--- config.mk ---
export PLATFORM = sky130hd
export DESIGN_NAME = fetch_unit
export DESIGN_NICKNAME = d
export VERILOG_FILES = /design/src/rtl/fetch_pkg.sv /design/src/rtl/fetch_unit_instr_fields.sv /design/src/rtl/fetch_unit.sv
export SDC_FILE = /design/constraint.sdc
export NUM_CORES = 1
export LEC_CHECK = 0
export BUFFER_PORTS_ARGS = -buffer_cell sky130_fd_sc_hd__buf_2
export CAP_MARGIN = 20
export CELL_PAD_IN_SITES_DETAIL_PLACEMENT = 1
export CELL_PAD_IN_SITES_GLOBAL_PLACEMENT = 1
export CORE_MARGIN = 1.5
export CORE_UTILIZATION = 40
export DETAILED_ROUTE_END_ITERATION = 7
export PLACE_DENSITY_LB_ADDON = 0.2
export SKIP_LAST_GASP = 1
export SLEW_MARGIN = 20
export SYNTH_ARGS = -nofsm -noshare
export SYNTH_HDL_FRONTEND = slang
export SYNTH_SLANG_ARGS = --single-unit
--- constraint.sdc ---
create_clock -name clock -period 2.08 [get_ports clock]
set_input_delay 0 -clock clock [delete_from_list [all_inputs] [get_ports clock]]
set_output_delay 0 -clock clock [all_outputs]
set_load 0.01 [all_outputs]
--- src/rtl/fetch_pkg.sv ---
// Shared definitions for the instruction fetch stage: FSM states, instruction
// field positions and the default reset PC.
package fetch_pkg;

    typedef enum logic [1:0] {
        IDLE = 2'd0,
        REQ  = 2'd1,
        HOLD = 2'd2
    } fetch_state_e;

    localparam logic [15:0] DEFAULT_RESET_PC = 16'h0000;

    localparam int OPCODE_MSB = 15;
    localparam int OPCODE_LSB = 12;
    localparam int RD_MSB     = 11;
    localparam int RD_LSB     = 8;
    localparam int RS_MSB     = 7;
    localparam int RS_LSB     = 4;
    localparam int OFFSET_MSB = 3;
    localparam int OFFSET_LSB = 0;

    function automatic logic [15:0] pc_next(input logic [15:0] pc);
        return pc + 16'h0001;
    endfunction

endpackage

--- src/rtl/fetch_unit_instr_fields.sv ---
// Combinational splitter of a 16-bit instruction into opcode/rd/rs/offset;
// shared with decode.
module instr_fields
    import fetch_pkg::*;
(
    input  logic [15:0] instr,
    output logic [3:0]  opcode,
    output logic [3:0]  rd,
    output logic [3:0]  rs,
    output logic [3:0]  offset
);

    assign opcode = instr[OPCODE_MSB:OPCODE_LSB];
    assign rd     = instr[RD_MSB:RD_LSB];
    assign rs     = instr[RS_MSB:RS_LSB];
    assign offset = instr[OFFSET_MSB:OFFSET_LSB];

endmodule

--- src/rtl/fetch_unit.sv ---
// Instruction fetch stage: PC, req/ack fetch from instruction memory, valid/ready
// hand-off to decode. Define FETCH_BRANCH_EN to add PC-relative branch redirects.
module fetch_unit
    import fetch_pkg::*;
#(
    parameter logic [15:0] RESET_PC = DEFAULT_RESET_PC
) (
    input  logic        clock,
    input  logic        reset_n,
    output logic        imem_req,
    output logic [15:0] imem_addr,
    input  logic        imem_ack,
    input  logic [15:0] imem_rdata,
    output logic        if_valid,
    input  logic        if_ready,
    output logic [15:0] if_instr,
    output logic [15:0] if_pc,
    output logic [3:0]  if_opcode,
    output logic [3:0]  if_rd,
    output logic [3:0]  if_rs,
    output logic [3:0]  if_offset
`ifdef FETCH_BRANCH_EN
    ,
    input  logic        branch_taken,
    input  logic [15:0] branch_offset
`endif
);

    fetch_state_e state_r;
    logic [15:0]  pc_r;
    logic [15:0]  instr_r;
    logic [15:0]  if_pc_r;
    logic         hold_valid_s;

`ifdef FETCH_BRANCH_EN
    logic [15:0]  last_pc_r;
    logic [15:0]  kill_target_r;
    logic         kill_r;
    logic [15:0]  target_s;

    assign target_s = pc_next(last_pc_r) + branch_offset;
`endif

    // Fetch FSM with PC, held instruction and redirect bookkeeping
    always_ff @(posedge clock or negedge reset_n) begin
        if (!reset_n) begin
            state_r       <= IDLE;
            pc_r          <= RESET_PC;
            instr_r       <= 16'h0000;
            if_pc_r       <= 16'h0000;
`ifdef FETCH_BRANCH_EN
            last_pc_r     <= RESET_PC - 16'h0001;
            kill_r        <= 1'b0;
            kill_target_r <= 16'h0000;
`endif
        end else begin
            case (state_r)
                IDLE: begin
`ifdef FETCH_BRANCH_EN
                    if (branch_taken) begin
                        pc_r <= target_s;
                    end
`endif
                    state_r <= REQ;
                end
                REQ: begin
                    if (imem_ack) begin
`ifdef FETCH_BRANCH_EN
                        // A killed or same-cycle-redirected response is dropped
                        if (kill_r) begin
                            pc_r   <= kill_target_r;
                            kill_r <= 1'b0;
                        end else if (branch_taken) begin
                            pc_r <= target_s;
                        end else
`endif
                        begin
                            instr_r <= imem_rdata;
                            if_pc_r <= pc_r;
                            pc_r    <= pc_next(pc_r);
                            state_r <= HOLD;
                        end
                    end
`ifdef FETCH_BRANCH_EN
                    else if (branch_taken) begin
                        // Request already on the bus must complete at the old address
                        kill_r        <= 1'b1;
                        kill_target_r <= target_s;
                    end
`endif
                end
                HOLD: begin
`ifdef FETCH_BRANCH_EN
                    if (branch_taken) begin
                        pc_r    <= target_s;
                        state_r <= REQ;
                    end else
`endif
                    if (if_ready) begin
                        state_r <= REQ;
`ifdef FETCH_BRANCH_EN
                        last_pc_r <= if_pc_r;
`endif
                    end
                end
                default: begin
                    state_r <= IDLE;
                end
            endcase
        end
    end

    assign hold_valid_s = (state_r == HOLD);
    assign imem_req     = (state_r == REQ);
    assign imem_addr    = pc_r;
    assign if_instr     = instr_r;
    assign if_pc        = if_pc_r;

`ifdef FETCH_BRANCH_EN
    assign if_valid = hold_valid_s & ~branch_taken;
`else
    assign if_valid = hold_valid_s;
`endif

    instr_fields u_fields (
        .instr  (instr_r),
        .opcode (if_opcode),
        .rd     (if_rd),
        .rs     (if_rs),
        .offset (if_offset)
    );

endmodule

# [Yosys cells after proc, flatten, opt, wreduce, memory -nomap -nowiden]
# Index checks and enable logic that the tools add are counted.
[word_totals] regBits=50 mem_bits_ro=0 memories=0 ram_bits=0 input_bits=20 latchBits=0 out_inout_bits=66
[classes] mux=3 n_bitwise=0 n_shift=0 reduce_logical=3 n_lt_le_gt_ge=0 multipliers=0 n_addsub=1 n_eq_ne=4 n_div=0
[ops] operator="$add A16 B1 Y16 const B" n=1
[ops] operator="$pmux W2 S3" n=1
[ops] operator="$mux W2" n=2
[ops] operator="$ne A2 B1 Y1 const B" n=2
[ops] operator="$reduce_and A2 Y1" n=2
[ops] operator="$eq A2 B1 Y1 const B" n=1
[ops] operator="$eq A2 B2 Y1 const B" n=1
[ops] operator="$logic_not A2 Y1" n=1

# [Longest topological paths before layout]
# Gate-level depths: netlist of run 1.
[logic_depth] word_depth=3 ltp_mapped=5

# [Modules after synthesis]
# Synthesis of run 1 repeated with hierarchy kept, for this count alone.
[hier_totals] cells_unflattened=216 hier_area_um2=2105.8
[by_module_without_submodules] mod="fetch_unit" area_each_um2=1985.7 instances=1 cells_per_inst=200
[by_module_without_submodules] mod="instr_fields" area_each_um2=120.1 instances=1 cells_per_inst=16

# [Least setup slack after synthesis of run 1]
# Ideal clock, no wire load.
[synth_path] kind="register -> register" from="register state_r[0]" to="register instr_r[0], in the netlist if_instr[0]" stages_incl_launch_ff=5 path_slack_ns=0.698 t_arrival_ns=1.257 required_ns=1.955 n_path_buf=2 setup_ns=0.125 cell_sequence="dfrtp_1 nand3b_1 buf_2 buf_2 mux2_2"
[synth_between] elab_chain_len=2
[synth_lines] element="start, declared" line="fetch_unit.sv:29" source="fetch_state_e state_r;"
[synth_lines] element="start signal, assigned" line="fetch_unit.sv:47" source="state_r <= IDLE;"
[synth_lines] element="start signal, assigned" line="fetch_unit.sv:64" source="state_r <= REQ;"
[synth_lines] element="start signal, assigned" line="fetch_unit.sv:81" source="state_r <= HOLD;"
[synth_lines] element="$eq A2 B1 Y1" line="fetch_unit.sv:57" source="case (state_r)"
[synth_lines] element="$reduce_and A2 Y1 (no source line)"
[synth_lines] element="end signal, assigned" line="fetch_unit.sv:78" source="instr_r <= imem_rdata;"
[synth_lines] element="end, declared" line="fetch_unit.sv:31" source="logic [15:0] instr_r;"
# No other way between the ends.
# A chain may end at the register's enable or synchronous reset.

# [Worst setup path after layout of run 1]
[layout_path] from="register pc_r[0], in the netlist imem_addr[0]" to="register pc_r[8], in the netlist imem_addr[8]"
[layout_between] elab_chain_len=1
[layout_lines] element="start, declared" line="fetch_unit.sv:30" source="logic [15:0] pc_r;"
[layout_lines] element="start signal, assigned" line="fetch_unit.sv:80" source="pc_r <= pc_next(pc_r);"
[layout_lines] element="$add A16 B1 Y16" line="fetch_pkg.sv:23" source="return pc + 16'h0001;"
# No other way between the ends.

==> flow_metrics.tcl, run 1 <==
set metrics [dict create \
    status "finished, final reports clean" \
    fillCellCount 575 \
    drt-total-wl_mm 4.561 \
    ant_nets 0 \
    nNetsFinal 272 \
    cts_buffer_depth 2 \
    slowest_delay_ps 460 \
    pwr-share-comb_pct 39.3 \
    critical_path_required_ps 2310 \
    finalHoldViolCount 0 \
    final.setup.tns_ps 0 \
    rsz0062_at_grt "false" \
    final.min_clock_period_ps 1612 \
    cp_num_buf_inv 0 \
    crit-reg2reg-capture "imem_addr[8]" \
    avgViaCountPerCell 4.643 \
    critPathKind "flop to flop" \
    synth-edff-count 0 \
    grt_usage_pct 17.46 \
    path_delay_family "simple AND/OR/NAND/NOR gates" \
    powerDensity_mw_per_mm2 1219 \
    ios 86 \
    drt_iter0_drc 23 \
    fp.dieH_um 75.52 \
    slowest_stage "dfrtp_1" \
    synth.most_common_cell "dfrtp_1" \
    cts-buffers-inserted 5 \
    drive_gt1_share_pct 51.98 \
    async_flop_share_pct 100.0 \
    fmax_mhz 620.5 \
    initial_core_util_pct 41.44 \
    crit_path_start "imem_addr[0]" \
    synth_commonest_cells "dfrtp_1 (50), mux2_2 (31), buf_4 (16)" \
    grt_pass1_wl_mm 7.424 \
    arrival_ps 1840 \
    rows 26 \
    setup_viol 0 \
    antenna_cells 0 \
    hpwlAfterDp_mm 3.228 \
    yosys.area.top_type "dfrtp_1" \
    globalRouteOverflowTotal 0 \
    cp_cell_sequence "ha_1, nand2_1, nor3_1, and3_1, xor2_1" \
    synth_cell_types 23 \
    coreArea_mm2 0.005075 \
    yosysWarningCount 0 \
    endpoint "imem_addr[8]" \
    tightestPinTransition_ps 486.6 \
    die-width_um 75.52 \
    avgSynthCellArea_um2 13.48 \
    ys_seq_area_share_pct 59.49 \
    synthToLayoutAreaGrowth_pct 32.54 \
    fin_worst_skew_ps 8.276 \
    power.switching_mw 1.200 \
    power_leakage_nw 1.454 \
    seqPwrFrac_pct 44.1 \
    cts_tree "yes" \
    r2r_start "imem_addr[0]" \
    power_mw 3.397 \
    drc 0 \
    ys_ff_latch 50 \
    routed-via-count 1495 \
    relSlewSlack_pct 67.31 \
    synth_top_area_share_pct 59.49 \
    timing.max_cap.violations 0 \
    h-tree-depth 2 \
    routedWlPerCell_um 14.16 \
    grt_pass1_vias 1508 \
    ir_drop_mv 0.6535 \
    grt_max_degree 28 \
    p_sw_share_pct 35.31 \
    path_clk_slew_ps 90 \
    ff2ff_path_depth 5 \
    rrSetupSlack_ps 470 \
    p_int_mw 2.198 \
    synth_area_mm2 0.002103 \
    post-route-period-util_pct 77.49 \
    netlist_instances 156 \
    cts_sinks 50 \
    maxSlewViolCount 0 \
    p_clk_share_pct 16.7 \
    firstDrtPassIters 4 \
    critPathCaptureType "flop" \
    synth_ff_type "dfrtp_1" \
    cts_root_buf "clkbuf_8" \
    antenna_found_initial 0 \
    start_kind "flop" \
    min_path_type "input port to asynchronous set/reset pin" \
    die-area_mm2 0.005703 \
    synth_nets 177 \
    worstSkewPairLatency_ps 290 \
    cp_max_fo 6 \
    synth_area_leaders "dfrtp_1 (59%), mux2_2 (17%), buf_4 (5.7%)" \
    port_buffers 85 \
    gp_congestion 0.7199 \
    crit_cells 5 \
]
## worst min-delay path by stage
stage	startpoint	endpoint	slack (ps)	depth (start not counted)
4_1_cts	reset_n	if_instr[14]	100	2
6_report	reset_n	if_instr[10]	140	2
3_3_place_gp	reset_n	if_instr[2]	-110	1
2_1_floorplan	reset_n	if_instr[0]	-300	0
3_5_place_dp	reset_n	if_instr[8]	-110	1
5_1_grt	reset_n	if_instr[8]	160	2
## per-stage QoR
step | worst slack, ps | util, % | hold WS, ps | instance area, µm² | instances
after detailed placement | 496.4 | 49.38 | -112.7 | 2506 | 295
after CTS | 466.5 | 54.93 | 96.05 | 2788 | 322
final | 468.3 | 54.93 | 141.7 | 2788 | 322
after global routing | 312.3 | 54.93 | 160.9 | 2788 | 322
after floorplan | 698.1 | - | -295.6 | 2103 | 156
after global placement | 502.1 | 49.38 | -114.5 | 2506 | 295
## flip-flops by register name, indices dropped and copies added (netlist names)
register	flops
if_instr	16
if_pc	16
imem_addr	16
state_r	2
## logic make-up after synthesis
| group | Yosys count | synth area share [%] |
|---|---|---|
| and+or+nand+nor | 33 | 9.043 |
| adders and majority gates | 1 | 0.5948 |
| xor gates and xnor gates | 15 | 6.246 |
| muxes | 31 | 16.60 |
| AOI/OAI and AO/OA | 3 | 0.8330 |
| buffers and inverters | 23 | 7.198 |
| DFF | 50 | 59.49 |
## placed cells by master (no fill, tap or decap), types with 3 or more instances in the layout
| master | instances |
|---|---|
| clkbuf_8 | 6 |
| dlygate4sd3_1 | 19 |
| dfrtp_1 | 50 |
| xnor2_1 | 10 |
| mux2_2 | 31 |
| xor2_1 | 5 |
| buf_2 | 85 |
| buf_4 | 4 |
| nand4_1 | 4 |
| inv_1 | 3 |
| nand2_1 | 10 |
| nand3_1 | 3 |
| nor2_1 | 5 |
## per-layer routing
metal  up-vias  part of all wire [%]  track usage (%)
li1        696                     -                -
met1       743                    42            21.32
met2        50                    50            30.41
met3         6                   6.6            4.894
met4         0                   1.1            4.762
met5         -                     0                0
## timing repair
action                     in CTS  in global routing
gates resized for setup         0                  0
setup endpoints to repair       0                  0
hold endpoints to repair       68                  0
setup buffers                   0                  0
hold buffers                   19                  0
## worst reg2reg max path, cell delays in order, from the launching register on
cell and delay [ps]:
dfrtp_1 460, ha_1 240, nand2_1 80, nor3_1 390, and3_1 240, xor2_1 130
## power by group through the flow
stage	clock network, mW	logic, mW	registers (mW)
2_1_floorplan	0	0.815	1.63
3_3_place_gp	0	1.28	1.50
5_1_grt	0.615	1.46	1.55
3_5_place_dp	0	1.31	1.52
4_1_cts	0.591	1.35	1.50
6_report	0.566	1.33	1.50
## cell type report
class	instances	area, µm²	area share, %
timing repair buffer	108	645.6	23.16
multi-input combinational	83	700.7	25.13
inverter	3	11.26	0.4040
clock buffer	7	86.33	3.097
clock inverter	1	5.005	0.1795
tap	70	87.58	3.142
sequential	50	1251	44.88
Note: power is estimated with default switching activity, not from simulation.
==> inputs of run 2 (changes only) <==
--- a/config.mk
+++ b/config.mk
@@ -10,7 +10,7 @@
 export CELL_PAD_IN_SITES_DETAIL_PLACEMENT = 1
 export CELL_PAD_IN_SITES_GLOBAL_PLACEMENT = 1
 export CORE_MARGIN = 1.5
-export CORE_UTILIZATION = 40
+export CORE_UTILIZATION = 33
 export DETAILED_ROUTE_END_ITERATION = 7
 export PLACE_DENSITY_LB_ADDON = 0.2
 export SKIP_LAST_GASP = 1
==> constraint.sdc (replaced) <==
create_clock -name clock -period 1.45 [get_ports clock]
set_input_delay 0 -clock clock [delete_from_list [all_inputs] [get_ports clock]]
set_output_delay 0 -clock clock [all_outputs]
set_load 0.01 [all_outputs]
==> flow_metrics.tcl, run 2 (same netlist as run 1, synthesis figures left out) <==
set metrics [dict create \
    path_clk_slew_ps 90 \
    hold_ws_ps 209.6 \
    arrival_ps 1560 \
    slowest_stage "dfrtp_1" \
    final.setup.tns_ps 0 \
    ir_drop_mv 0.9702 \
    firstDrtPassIters 3 \
    crit_path_start "state_r[1]" \
    grt_usage_pct 13.95 \
    p_sw_share_pct 35.89 \
    timing.max_cap.violations 0 \
    rsz0062_at_grt "false" \
    fp.dieH_um 82.84 \
    grt_pass1_vias 1596 \
    setup_viol 0 \
    cp_max_fo 14 \
    antenna_cells 0 \
    relSlewSlack_pct 81.83 \
    place_ws_ps 78.08 \
    cts_root_buf "clkbuf_8" \
    avgViaCountPerCell 4.533 \
    port_buffers 85 \
    final_common_cell "buf_2" \
    p_clk_share_pct 16.4 \
    drc 0 \
    globalRouteOverflowTotal 0 \
    routed-via-count 1523 \
    post-route-period-util_pct 94.03 \
    min_path_type "input port to asynchronous set/reset pin" \
    dp_cells 309 \
    cp_cell_sequence "buf_4, nand3b_1, buf_4, mux2_2" \
    start_kind "flop" \
    r2r_start "state_r[1]" \
    final.min_clock_period_ps 1363 \
    routedWlPerCell_um 13.94 \
    place_area_mm2 0.002592 \
    worstSkewPairLatency_ps 300 \
    tightestPinTransition_ps 272.5 \
    hpwlAfterDp_mm 3.246 \
    maxSlewViolCount 0 \
    initial_core_util_pct 34.90 \
    drive_gt1_share_pct 55.94 \
    critPathCaptureType "flop" \
    ant_nets 0 \
    synthToLayoutAreaGrowth_pct 37.83 \
    seqPwrFrac_pct 41.9 \
    finalHoldViolCount 0 \
    worst_slack_ps 86.53 \
    cts-buffers-inserted 5 \
    fin_area_mm2 0.002899 \
    critPathKind "flop to flop" \
    drt-total-wl_mm 4.684 \
    antenna_found_initial 0 \
    p_int_mw 3.225 \
    die-area_mm2 0.006862 \
    pwr-share-comb_pct 41.6 \
    layout.cells.non_filler 336 \
    cp_common_cell "buf_4" \
    critical_path_required_ps 1640 \
    post_cts_buffers 0 \
    grt_max_degree 51 \
    fmax_mhz 733.4 \
    power.switching_mw 1.805 \
    grt_pass1_wl_mm 7.859 \
    rows 28 \
    ios 86 \
    power_mw 5.030 \
    cts_tree "yes" \
    cts_buffer_depth 2 \
    powerDensity_mw_per_mm2 1735 \
    layout_common_cells "buf_2 (85), dfrtp_1 (49), mux2_2 (31), dlygate4sd3_1 (19), buf_4 (12)" \
    status "finished, final reports clean" \
    coreArea_mm2 0.006026 \
    drt_iter0_drc 22 \
    cts_sinks 50 \
    slowest_delay_ps 390 \
    power_leakage_nw 1.498 \
    fin_worst_skew_ps 8.557 \
    nNetsFinal 281 \
    gp_congestion 0.7060 \
    die-width_um 82.84 \
    utilization_pct 48.11 \
    h-tree-depth 2 \
]
==> run 2: area by class of cell <==
class                      instances  area (µm²)
fill                             676        3127
sequential                        50        1252
multi-input combinational         83       725.7
timing repair buffer             117       725.7
tap                               75       93.84
clock buffer                       5       68.82
clock inverter                     3       21.27
inverter                           3       11.26
==> run 2: repair_timing <==
| action | 4_1_cts | 5_1_grt |
|---|---|---|
| resized for setup | 0 | 6 |
| setup endpoints to repair | 0 | 2 |
| hold buffers | 19 | 0 |
| hold endpoints to repair | 68 | 0 |
==> run 2: power groups by stage <==
stage                     clock network, mW  logic [mW]  registers (mW)
after floorplan                           0        1.17            2.33
after global placement                    0        2.03            2.10
after detailed placement                  0        2.06            2.13
after CTS                             0.861        2.11            2.10
after global routing                  0.908        2.27            2.18
final                                 0.826        2.09            2.11
==> run 2: layer usage <==
layer	vias to the layer above	track usage, %	wire (µm)
met2	55	23.43	2264
met4	0	4.545	58
met5	-	0	0
met1	744	17.66	2090
met3	7	3.479	271
li1	717	-	-
==> run 2: critical path, delay by kind of cell (launching register included) <==
family        cells  cell delay (ps)
flops             1              390
simple gates      1              190
buf+inv           2              380
mux               1              290
==> run 2: path summary, 6_finish.rpt <==
path / end / slack, ps / cells after the start
setup / recovery: if_instr[2] / 90 / 4
hold / removal: if_instr[9] / 210 / 3
setup reg to reg: if_instr[2] / 90 / 4
hold reg to reg: if_pc[10] / 500 / 2
max in group asynchronous: state_r[0] / 990 / 3
min in group clock: state_r[1] / 440 / 3
